**config.mk**
```make
export PLATFORM = sky130hd
export DESIGN_NAME = cache_axi_rd_arbiter_flat
export DESIGN_NICKNAME = d
export VERILOG_FILES = /design/src/rtl/cache_axi_rd_arbiter_pkg.sv /design/src/rtl/cache_axi_rd_arbiter_if.sv /design/src/rtl/cache_axi_rd_arbiter_grant.sv /design/src/rtl/cache_axi_rd_arbiter.sv /design/src/flat_wrapper.sv
export SDC_FILE = /design/constraint.sdc
export NUM_CORES = 1
export LEC_CHECK = 0
export ABC_AREA = 1
export ABC_CLOCK_PERIOD_IN_PS = 1300
export CORE_MARGIN = 4
export CORE_UTILIZATION = 31
export DETAILED_ROUTE_END_ITERATION = 6
export GPL_ROUTABILITY_DRIVEN = 0
export PLACE_DENSITY = 0.78
export REMOVE_ABC_BUFFERS = 1
export SLEW_MARGIN = 5
export SYNTH_ARGS = -nofsm -noshare
export SYNTH_HDL_FRONTEND = slang
export SYNTH_SLANG_ARGS = --single-unit
```
**constraint.sdc**
```tcl
create_clock -name clk -period 1.3 [get_ports clk]
set_input_delay 0.13 -clock clk [delete_from_list [all_inputs] [get_ports clk]]
set_output_delay 0.13 -clock clk [all_outputs]
set_load 0.02 [all_outputs]
```
**src/rtl/cache_axi_rd_arbiter_pkg.sv**
```systemverilog
// Shared definitions for the cache AXI read-channel arbiter.
// Holds the FSM state encoding, default AXI ids for the two caches and the fixed
// AR size/burst values driven toward the SoC bridge.
package cache_axi_rd_arbiter_pkg;

  typedef enum logic [1:0] {
    StIdle = 2'd0,
    StAddr = 2'd1,
    StData = 2'd2
  } state_e;

  localparam logic [3:0] ICACHE_ID_DEFAULT = 4'd0;
  localparam logic [3:0] DCACHE_ID_DEFAULT = 4'd1;

  // 4-byte beats, incrementing bursts.
  localparam logic [2:0] AXI_SIZE_WORD  = 3'b010;
  localparam logic [1:0] AXI_BURST_INCR = 2'b01;

endpackage

```
**src/rtl/cache_axi_rd_arbiter_if.sv**
```systemverilog
// Signal bundle for the cache AXI read-channel arbiter.
// Carries both cache-side read channels (i_*, d_*) and the shared AXI AR/R
// channel (m_*). Modport master is the arbiter's view; modport slave is the view of
// the surrounding environment (the two caches plus the AXI bridge).
interface cache_axi_rd_arbiter_if #(
  parameter int unsigned ADDR_WIDTH = 32,
  parameter int unsigned DATA_WIDTH = 32,
  parameter int unsigned ID_WIDTH   = 4
);

  // Icache side
  logic [ADDR_WIDTH-1:0] i_araddr;
  logic [7:0]            i_arlen;
  logic                  i_arvalid;
  logic                  i_arready;
  logic [DATA_WIDTH-1:0] i_rdata;
  logic                  i_rvalid;
  logic                  i_rlast;
  logic                  i_rready;

  // Dcache side
  logic [ADDR_WIDTH-1:0] d_araddr;
  logic [7:0]            d_arlen;
  logic                  d_arvalid;
  logic                  d_arready;
  logic [DATA_WIDTH-1:0] d_rdata;
  logic                  d_rvalid;
  logic                  d_rlast;
  logic                  d_rready;

  // Shared AXI read channel
  logic [ID_WIDTH-1:0]   m_arid;
  logic [ADDR_WIDTH-1:0] m_araddr;
  logic [7:0]            m_arlen;
  logic [2:0]            m_arsize;
  logic [1:0]            m_arburst;
  logic                  m_arvalid;
  logic                  m_arready;
  logic [ID_WIDTH-1:0]   m_rid;
  logic [DATA_WIDTH-1:0] m_rdata;
  logic                  m_rvalid;
  logic                  m_rlast;
  logic                  m_rready;

  modport master (
    input  i_araddr, i_arlen, i_arvalid, i_rready,
    output i_arready, i_rdata, i_rvalid, i_rlast,
    input  d_araddr, d_arlen, d_arvalid, d_rready,
    output d_arready, d_rdata, d_rvalid, d_rlast,
    output m_arid, m_araddr, m_arlen, m_arsize, m_arburst, m_arvalid, m_rready,
    input  m_arready, m_rid, m_rdata, m_rvalid, m_rlast
  );

  modport slave (
    output i_araddr, i_arlen, i_arvalid, i_rready,
    input  i_arready, i_rdata, i_rvalid, i_rlast,
    output d_araddr, d_arlen, d_arvalid, d_rready,
    input  d_arready, d_rdata, d_rvalid, d_rlast,
    input  m_arid, m_araddr, m_arlen, m_arsize, m_arburst, m_arvalid, m_rready,
    output m_arready, m_rid, m_rdata, m_rvalid, m_rlast
  );

endinterface

```
**src/rtl/cache_axi_rd_arbiter_grant.sv**
```systemverilog
// Winner select for the cache read arbiter.
// Ports: clk/rst (sync, active-high), i_req_i/d_req_i (cache arvalids), take_i (a grant
// is being issued this cycle), gnt_d_o (1 = dcache wins, 0 = icache wins).
// Optional macro ARB_ROUND_ROBIN_EN: when defined, a last_grant register (reset to icache)
// breaks ties toward the requester not granted last; otherwise dcache always wins ties.
module cache_axi_rd_arbiter_grant (
  input  logic clk,
  input  logic rst,
  input  logic i_req_i,
  input  logic d_req_i,
  input  logic take_i,
  output logic gnt_d_o
);

`ifdef ARB_ROUND_ROBIN_EN
  logic last_grant_q, last_grant_d;  // 1 = dcache was granted last

  always_comb begin
    gnt_d_o      = d_req_i;
    if (i_req_i && d_req_i) begin
      gnt_d_o = ~last_grant_q;
    end
    last_grant_d = take_i ? gnt_d_o : last_grant_q;
  end

  always_ff @(posedge clk) begin
    if (rst) begin
      last_grant_q <= 1'b0;
    end else begin
      last_grant_q <= last_grant_d;
    end
  end
`else
  // Fixed priority: dcache misses stall the pipeline, so they go first.
  assign gnt_d_o = d_req_i;

  logic unused_grant;
  assign unused_grant = ^{clk, rst, i_req_i, take_i};
`endif

endmodule

```
**src/rtl/cache_axi_rd_arbiter.sv**
```systemverilog
// Shares one AXI read channel (AR + R) between the icache and dcache.
// Ports: clk, rst (sync, active-high), bus (cache_axi_rd_arbiter_if.master: i_*/d_* cache
// channels and m_* AXI channel), err (sticky id/length protocol error).
// One transaction at a time: IDLE grants and latches, ADDR drives AR, DATA routes beats
// to the owner until the rlast handshake. Tie-break policy selected by macro
// ARB_ROUND_ROBIN_EN (see cache_axi_rd_arbiter_grant).
module cache_axi_rd_arbiter
  import cache_axi_rd_arbiter_pkg::*;
#(
  parameter int unsigned         ADDR_WIDTH = 32,
  parameter int unsigned         DATA_WIDTH = 32,
  parameter int unsigned         ID_WIDTH   = 4,
  parameter logic [ID_WIDTH-1:0] ICACHE_ID  = ID_WIDTH'(ICACHE_ID_DEFAULT),
  parameter logic [ID_WIDTH-1:0] DCACHE_ID  = ID_WIDTH'(DCACHE_ID_DEFAULT)
) (
  input  logic                   clk,
  input  logic                   rst,
  cache_axi_rd_arbiter_if.master bus,
  output logic                   err
);

  state_e                state_q, state_d;
  logic                  owner_d_q, owner_d_d;  // 1 = dcache owns the channel
  logic [ADDR_WIDTH-1:0] addr_q, addr_d;
  logic [7:0]            len_q, len_d;
  logic [ID_WIDTH-1:0]   id_q, id_d;
  logic [7:0]            cnt_q, cnt_d;
  logic                  err_q, err_d;
  logic                  req_any, take, gnt_d, beat_hs;
  logic [DATA_WIDTH-1:0] rdata;

  assign req_any = bus.i_arvalid | bus.d_arvalid;
  assign take    = (state_q == StIdle) && req_any;

  cache_axi_rd_arbiter_grant u_grant (
    .clk     (clk),
    .rst     (rst),
    .i_req_i (bus.i_arvalid),
    .d_req_i (bus.d_arvalid),
    .take_i  (take),
    .gnt_d_o (gnt_d)
  );

  // Data is fanned out to both caches; only the owner ever sees rvalid.
  assign rdata       = bus.m_rdata;
  assign bus.i_rdata = rdata;
  assign bus.d_rdata = rdata;
  assign err         = err_q;

  always_comb begin
    state_d       = state_q;
    owner_d_d     = owner_d_q;
    addr_d        = addr_q;
    len_d         = len_q;
    id_d          = id_q;
    cnt_d         = cnt_q;
    err_d         = err_q;
    beat_hs       = 1'b0;
    bus.i_arready = 1'b0;
    bus.d_arready = 1'b0;
    bus.i_rvalid  = 1'b0;
    bus.i_rlast   = 1'b0;
    bus.d_rvalid  = 1'b0;
    bus.d_rlast   = 1'b0;
    bus.m_arvalid = 1'b0;
    bus.m_rready  = 1'b0;
    bus.m_arid    = id_q;
    bus.m_araddr  = addr_q;
    bus.m_arlen   = len_q;
    bus.m_arsize  = AXI_SIZE_WORD;
    bus.m_arburst = AXI_BURST_INCR;

    unique case (state_q)
      StIdle: begin
        if (req_any) begin
          owner_d_d     = gnt_d;
          addr_d        = gnt_d ? bus.d_araddr : bus.i_araddr;
          len_d         = gnt_d ? bus.d_arlen : bus.i_arlen;
          id_d          = gnt_d ? DCACHE_ID : ICACHE_ID;
          bus.i_arready = ~gnt_d;
          bus.d_arready = gnt_d;
          state_d       = StAddr;
        end
      end
      StAddr: begin
        bus.m_arvalid = 1'b1;
        if (bus.m_arready) begin
          cnt_d   = 8'd0;
          state_d = StData;
        end
      end
      StData: begin
        if (owner_d_q) begin
          bus.m_rready = bus.d_rready;
          bus.d_rvalid = bus.m_rvalid;
          bus.d_rlast  = bus.m_rlast;
        end else begin
          bus.m_rready = bus.i_rready;
          bus.i_rvalid = bus.m_rvalid;
          bus.i_rlast  = bus.m_rlast;
        end
        beat_hs = bus.m_rvalid & bus.m_rready;
        if (bus.m_rvalid && (bus.m_rid != id_q)) begin
          err_d = 1'b1;
        end
        if (beat_hs) begin
          cnt_d = cnt_q + 8'd1;
          if (bus.m_rlast) begin
            if (cnt_q != len_q) begin
              err_d = 1'b1;
            end
            state_d = StIdle;
          end else if (cnt_q >= len_q) begin
            // Beat at or past the expected last one without rlast.
            err_d = 1'b1;
          end
        end
      end
      default: state_d = StIdle;
    endcase
  end

  always_ff @(posedge clk) begin
    if (rst) begin
      state_q   <= StIdle;
      owner_d_q <= 1'b0;
      addr_q    <= '0;
      len_q     <= 8'd0;
      id_q      <= ICACHE_ID;
      cnt_q     <= 8'd0;
      err_q     <= 1'b0;
    end else begin
      state_q   <= state_d;
      owner_d_q <= owner_d_d;
      addr_q    <= addr_d;
      len_q     <= len_d;
      id_q      <= id_d;
      cnt_q     <= cnt_d;
      err_q     <= err_d;
    end
  end

endmodule

```
**src/flat_wrapper.sv**
```systemverilog
// flat-port wrapper written by rule: the top's interface ports become plain ports
module cache_axi_rd_arbiter_flat import cache_axi_rd_arbiter_pkg::*;
#(
  parameter int unsigned         ADDR_WIDTH = 32,
  parameter int unsigned         DATA_WIDTH = 32,
  parameter int unsigned         ID_WIDTH   = 4,
  parameter logic [ID_WIDTH-1:0] ICACHE_ID  = ID_WIDTH'(ICACHE_ID_DEFAULT),
  parameter logic [ID_WIDTH-1:0] DCACHE_ID  = ID_WIDTH'(DCACHE_ID_DEFAULT)
)
  (clk, rst, err, bus_i_araddr, bus_i_arlen, bus_i_arvalid, bus_i_rready, bus_i_arready, bus_i_rdata, bus_i_rvalid, bus_i_rlast, bus_d_araddr, bus_d_arlen, bus_d_arvalid, bus_d_rready, bus_d_arready, bus_d_rdata, bus_d_rvalid, bus_d_rlast, bus_m_arid, bus_m_araddr, bus_m_arlen, bus_m_arsize, bus_m_arburst, bus_m_arvalid, bus_m_rready, bus_m_arready, bus_m_rid, bus_m_rdata, bus_m_rvalid, bus_m_rlast);
  cache_axi_rd_arbiter_if #(.ADDR_WIDTH(ADDR_WIDTH), .DATA_WIDTH(DATA_WIDTH), .ID_WIDTH(ID_WIDTH)) bus_i ();
  input  logic clk;
  input  logic rst;
  output logic err;
  input wire logic [$bits(bus_i.i_araddr)-1:0] bus_i_araddr;
  input wire logic [$bits(bus_i.i_arlen)-1:0] bus_i_arlen;
  input wire logic [$bits(bus_i.i_arvalid)-1:0] bus_i_arvalid;
  input wire logic [$bits(bus_i.i_rready)-1:0] bus_i_rready;
  output wire logic [$bits(bus_i.i_arready)-1:0] bus_i_arready;
  output wire logic [$bits(bus_i.i_rdata)-1:0] bus_i_rdata;
  output wire logic [$bits(bus_i.i_rvalid)-1:0] bus_i_rvalid;
  output wire logic [$bits(bus_i.i_rlast)-1:0] bus_i_rlast;
  input wire logic [$bits(bus_i.d_araddr)-1:0] bus_d_araddr;
  input wire logic [$bits(bus_i.d_arlen)-1:0] bus_d_arlen;
  input wire logic [$bits(bus_i.d_arvalid)-1:0] bus_d_arvalid;
  input wire logic [$bits(bus_i.d_rready)-1:0] bus_d_rready;
  output wire logic [$bits(bus_i.d_arready)-1:0] bus_d_arready;
  output wire logic [$bits(bus_i.d_rdata)-1:0] bus_d_rdata;
  output wire logic [$bits(bus_i.d_rvalid)-1:0] bus_d_rvalid;
  output wire logic [$bits(bus_i.d_rlast)-1:0] bus_d_rlast;
  output wire logic [$bits(bus_i.m_arid)-1:0] bus_m_arid;
  output wire logic [$bits(bus_i.m_araddr)-1:0] bus_m_araddr;
  output wire logic [$bits(bus_i.m_arlen)-1:0] bus_m_arlen;
  output wire logic [$bits(bus_i.m_arsize)-1:0] bus_m_arsize;
  output wire logic [$bits(bus_i.m_arburst)-1:0] bus_m_arburst;
  output wire logic [$bits(bus_i.m_arvalid)-1:0] bus_m_arvalid;
  output wire logic [$bits(bus_i.m_rready)-1:0] bus_m_rready;
  input wire logic [$bits(bus_i.m_arready)-1:0] bus_m_arready;
  input wire logic [$bits(bus_i.m_rid)-1:0] bus_m_rid;
  input wire logic [$bits(bus_i.m_rdata)-1:0] bus_m_rdata;
  input wire logic [$bits(bus_i.m_rvalid)-1:0] bus_m_rvalid;
  input wire logic [$bits(bus_i.m_rlast)-1:0] bus_m_rlast;
  assign bus_i.i_araddr = bus_i_araddr;
  assign bus_i.i_arlen = bus_i_arlen;
  assign bus_i.i_arvalid = bus_i_arvalid;
  assign bus_i.i_rready = bus_i_rready;
  assign bus_i_arready = bus_i.i_arready;
  assign bus_i_rdata = bus_i.i_rdata;
  assign bus_i_rvalid = bus_i.i_rvalid;
  assign bus_i_rlast = bus_i.i_rlast;
  assign bus_i.d_araddr = bus_d_araddr;
  assign bus_i.d_arlen = bus_d_arlen;
  assign bus_i.d_arvalid = bus_d_arvalid;
  assign bus_i.d_rready = bus_d_rready;
  assign bus_d_arready = bus_i.d_arready;
  assign bus_d_rdata = bus_i.d_rdata;
  assign bus_d_rvalid = bus_i.d_rvalid;
  assign bus_d_rlast = bus_i.d_rlast;
  assign bus_m_arid = bus_i.m_arid;
  assign bus_m_araddr = bus_i.m_araddr;
  assign bus_m_arlen = bus_i.m_arlen;
  assign bus_m_arsize = bus_i.m_arsize;
  assign bus_m_arburst = bus_i.m_arburst;
  assign bus_m_arvalid = bus_i.m_arvalid;
  assign bus_m_rready = bus_i.m_rready;
  assign bus_i.m_arready = bus_m_arready;
  assign bus_i.m_rid = bus_m_rid;
  assign bus_i.m_rdata = bus_m_rdata;
  assign bus_i.m_rvalid = bus_m_rvalid;
  assign bus_i.m_rlast = bus_m_rlast;
  cache_axi_rd_arbiter #(.ADDR_WIDTH(ADDR_WIDTH), .DATA_WIDTH(DATA_WIDTH), .ID_WIDTH(ID_WIDTH), .ICACHE_ID(ICACHE_ID), .DCACHE_ID(DCACHE_ID)) u_core (.clk(clk), .rst(rst), .bus(bus_i), .err(err));
endmodule
```
==> run_results.csv, run 1 <==
group,metric,value,unit
sta,hold-worst-slack,260.1,ps
placed_design,dp_cells,696,
clocking,cts.path.max_buffers,2,
sta,fmax,733.3,MHz
setup_path,r2r_setup_slack,-30,ps
floorplanning,initial_utilization,31.82,%
clocking,cts-root-buf,"clkbuf_8",
route,remaining_drc_errors,0,
route,routedWlPerCell,17.46,µm
yosys,synth-async-reset-ratio,0,%
floorplanning,die_x,110.7,µm
yosys,syn_avg_cell_area,6.989,µm²
route,vias,3484,
yosys,synth_edf_count,0,
run_status,failed_checks,"negative setup slack",
floorplanning,die_area,12260,µm²
job,maxCapViolCount,0,
route,routed_wirelength,12.71,mm
grt,grt_pass1_vias,3568,
sta,timing.final.crit_share,104.9,%
cells_and_area,nNetsFinal,725,
sta,fin_ws,-63.75,ps
yosys,ys_warn_count,0,
yosys,synthDistinctLibCells,28,
cells_and_area,diodes,0,
clocking,cts_tree,"yes",
cells_and_area,final_cell_mix,"nand2_1, clkdlybuf4s50_1, buf_4",
grt,use_met2,29.25,%
yosys,synth.cell_area,3271,µm²
setup_path,critPathLaunchType,"flip-flop",
cells_and_area,layout.cells.non_filler,728,
power,powerDensity,1148,nW/µm²
sta,final_max_slew_viol_count,0,
floorplanning,core.rowCount,37,
grt,grt_remaining_overflow,0,
cells_and_area,mostFrequentLayoutCell,"nand2_1",
cells_and_area,design_area,5181,µm²
setup_path,cp_max_fo,7,
floorplanning,core,10280,µm²
grt,grt_usage,19.70,%
setup_path,worst-setup-path-type,"flip-flop to output pin",
placed_design,dpl_cell_area,4581,µm²
power,vdd_drop_max,0.5952,mV
grt,grt_pass1_wl,19.18,mm
floorplanning,io_pins,247,
placed_design,port_buffers,142,
cells_and_area,synthToLayoutAreaGrowth,58.42,%
floorplanning,dieHeight,110.7,µm
yosys,synth_top_flop_cell,"dfxtp_1",
clocking,clock_latency,310,ps
setup_path,endpoint_kind,"output pin",
sta,fin_skew,12.45,ps
setup_path,cp.arrival,1230,ps
hold_path,hold_path_class,"input pin to output pin",
route,avgViaCountPerCell,4.786,
clocking,htreeDepth,2,
power,leakage,2.323,nW
run_status,status,"finished, violations left",
clocking,clkSinkCount,52,
clocking,numCtsBuffers,5,
grt,antenna_found_initial,0,
route,drt_pass1_iterations,4,
sta,fin_crit,1364,ps
cells_and_area,final_layout_size_suffix_gt1_share,27.36,%
sta,hold_viol_final,0,
sta,rsz0062_at_grt,"yes",
route,drt-initial-drc-count,135,
sta,setup_violations,7,
route,drtAntennaViolNets,0,
placed_design,dp_hpwl,9.161,mm
setup_path,cp.required,1170,ps
yosys,syn-instance-count,468,
yosys,synth-seq-cells,52,
grt,grt_start_max_net_pins,41,
yosys,ys_seq_area_share,31.83,%
grt,grt_use_met3,13.43,%
grt,gr-max-usage-layer,"met2",
grt,use_met1,22.78,%
clocking,clkSlewWorstSetupHoldPaths,100,ps
==> registers in the layout, summed over array words and instances, names as in the netlist <==
signal               count
u_core.err               1
u_core.owner_d_q         1
u_core.bus.m_arlen       8
u_core.cnt_q             8
u_core.bus.m_araddr     32
u_core.state_q           2
==> final timing paths <==
| path | start | endpoint | depth (start not counted) |
|---|---|---|---|
| setup / recovery | u_core.state_q[0] | bus_d_rlast | 4 |
| hold / removal | bus_m_rdata[4] | bus_i_rdata[4] | 0 |
| setup reg to reg | u_core.state_q[1] | u_core.cnt_q[5] | 9 |
| hold reg to reg | u_core.bus.m_araddr[27] | u_core.bus.m_araddr[27] | 2 |
==> layer usage <==
| metal | part of all wire [%] | wire (µm) | vias up |
|---|---|---|---|
| li1 | - | - | 1686 |
| met1 | 42 | 5367 | 1573 |
| met2 | 42 | 5359 | 209 |
| met3 | 14 | 1781 | 16 |
| met4 | 1.6 | 203 | 0 |
| met5 | 0 | 0 | - |
==> synthesized netlist by cell type (2+ instances only) <==
cell type | instances | area, µm²
inv_1 | 29 | 108.9
nand3_1 | 7 | 35.03
inv_2 | 5 | 18.77
a21oi_2 | 5 | 43.79
nor2_2 | 3 | 18.77
nand3_2 | 3 | 30.03
buf_2 | 6 | 30.03
dfxtp_1 | 52 | 1041
a31oi_1 | 40 | 250.2
xor2_1 | 2 | 17.52
nand4_1 | 3 | 18.77
o21ai_1 | 41 | 205.2
nor3_1 | 5 | 25.02
nand2_1 | 125 | 469.2
clkbuf_1 | 16 | 60.06
buf_4 | 73 | 548.0
nand2_2 | 3 | 18.77
ha_1 | 9 | 112.6
nor2_1 | 22 | 82.58
conb_1 | 2 | 7.510
nand2_4 | 2 | 22.52
a21oi_1 | 9 | 45.04
==> power breakdown <==
| group | switching [mW] | leakage, nW | internal (mW) |
|---|---|---|---|
| clock network | 0.571 | 0.0445 | 0.435 |
| logic | 1.50 | 1.84 | 1.43 |
| registers | 0.151 | 0.437 | 1.86 |
| total | 2.22 | 2.32 | 3.72 |
==> timing repair <==
item,4_1_cts,5_1_grt
resized for setup,141,52
gates cloned,5,1
hold buffers,0,0
pin swaps,22,19
endpoints found under the setup margin,99,54
setup buffers,14,6
==> layout make-up <==
class,instances,area [µm²]
flip-flops and latches,52,1067
multi-input cells,292,1717
inverters,35,151.4
well taps,136,170.2
clock buffers,7,86.33
clock inverters,1,7.507
repair buffers,205,1982
fillers,979,5096
==> worst max-delay path: stages, from the launching register on <==
cell     delay (ps)
dfxtp_4         390
inv_4            80
nand2_8          80
nor3_2          190
buf_4           170
==> stage by stage <==
step           power [mW]  util [%]  TNS, ps  setup slack [ps]
4_1_cts             5.804     48.87   -617.4            -71.29
5_1_grt             6.303     50.41    -2556            -148.7
2_1_floorplan       3.096         -    -8624            -209.8
3_5_place_dp        4.377     44.57   -20850            -552.9
6_report            5.948     50.41   -159.2            -63.75
3_3_place_gp        4.334     44.57   -19370            -537.9
==> kinds of logic (layout without fill, tap and decap cells) <==
logic type                 Yosys count  in the layout  share of synthesized area, %
and+or+nand+nor                    175            176                         22.92
DFF                                 52             52                         31.83
buffers and inverters              131            248                         23.87
adders and majority gates            9              9                         3.443
xor gates and xnor gates             3              3                        0.8035
AOI/OAI and AO/OA                   96             96                         16.91
other                                2              8                        0.2296
Power figures use the tool's default switching activity.
==> inputs of run 2 (changes only) <==
Settings changed: RECOVER_POWER from default to 25.
==> results of run 2 <==
The final DEF is identical to that of run 1; final timing and power are the same.
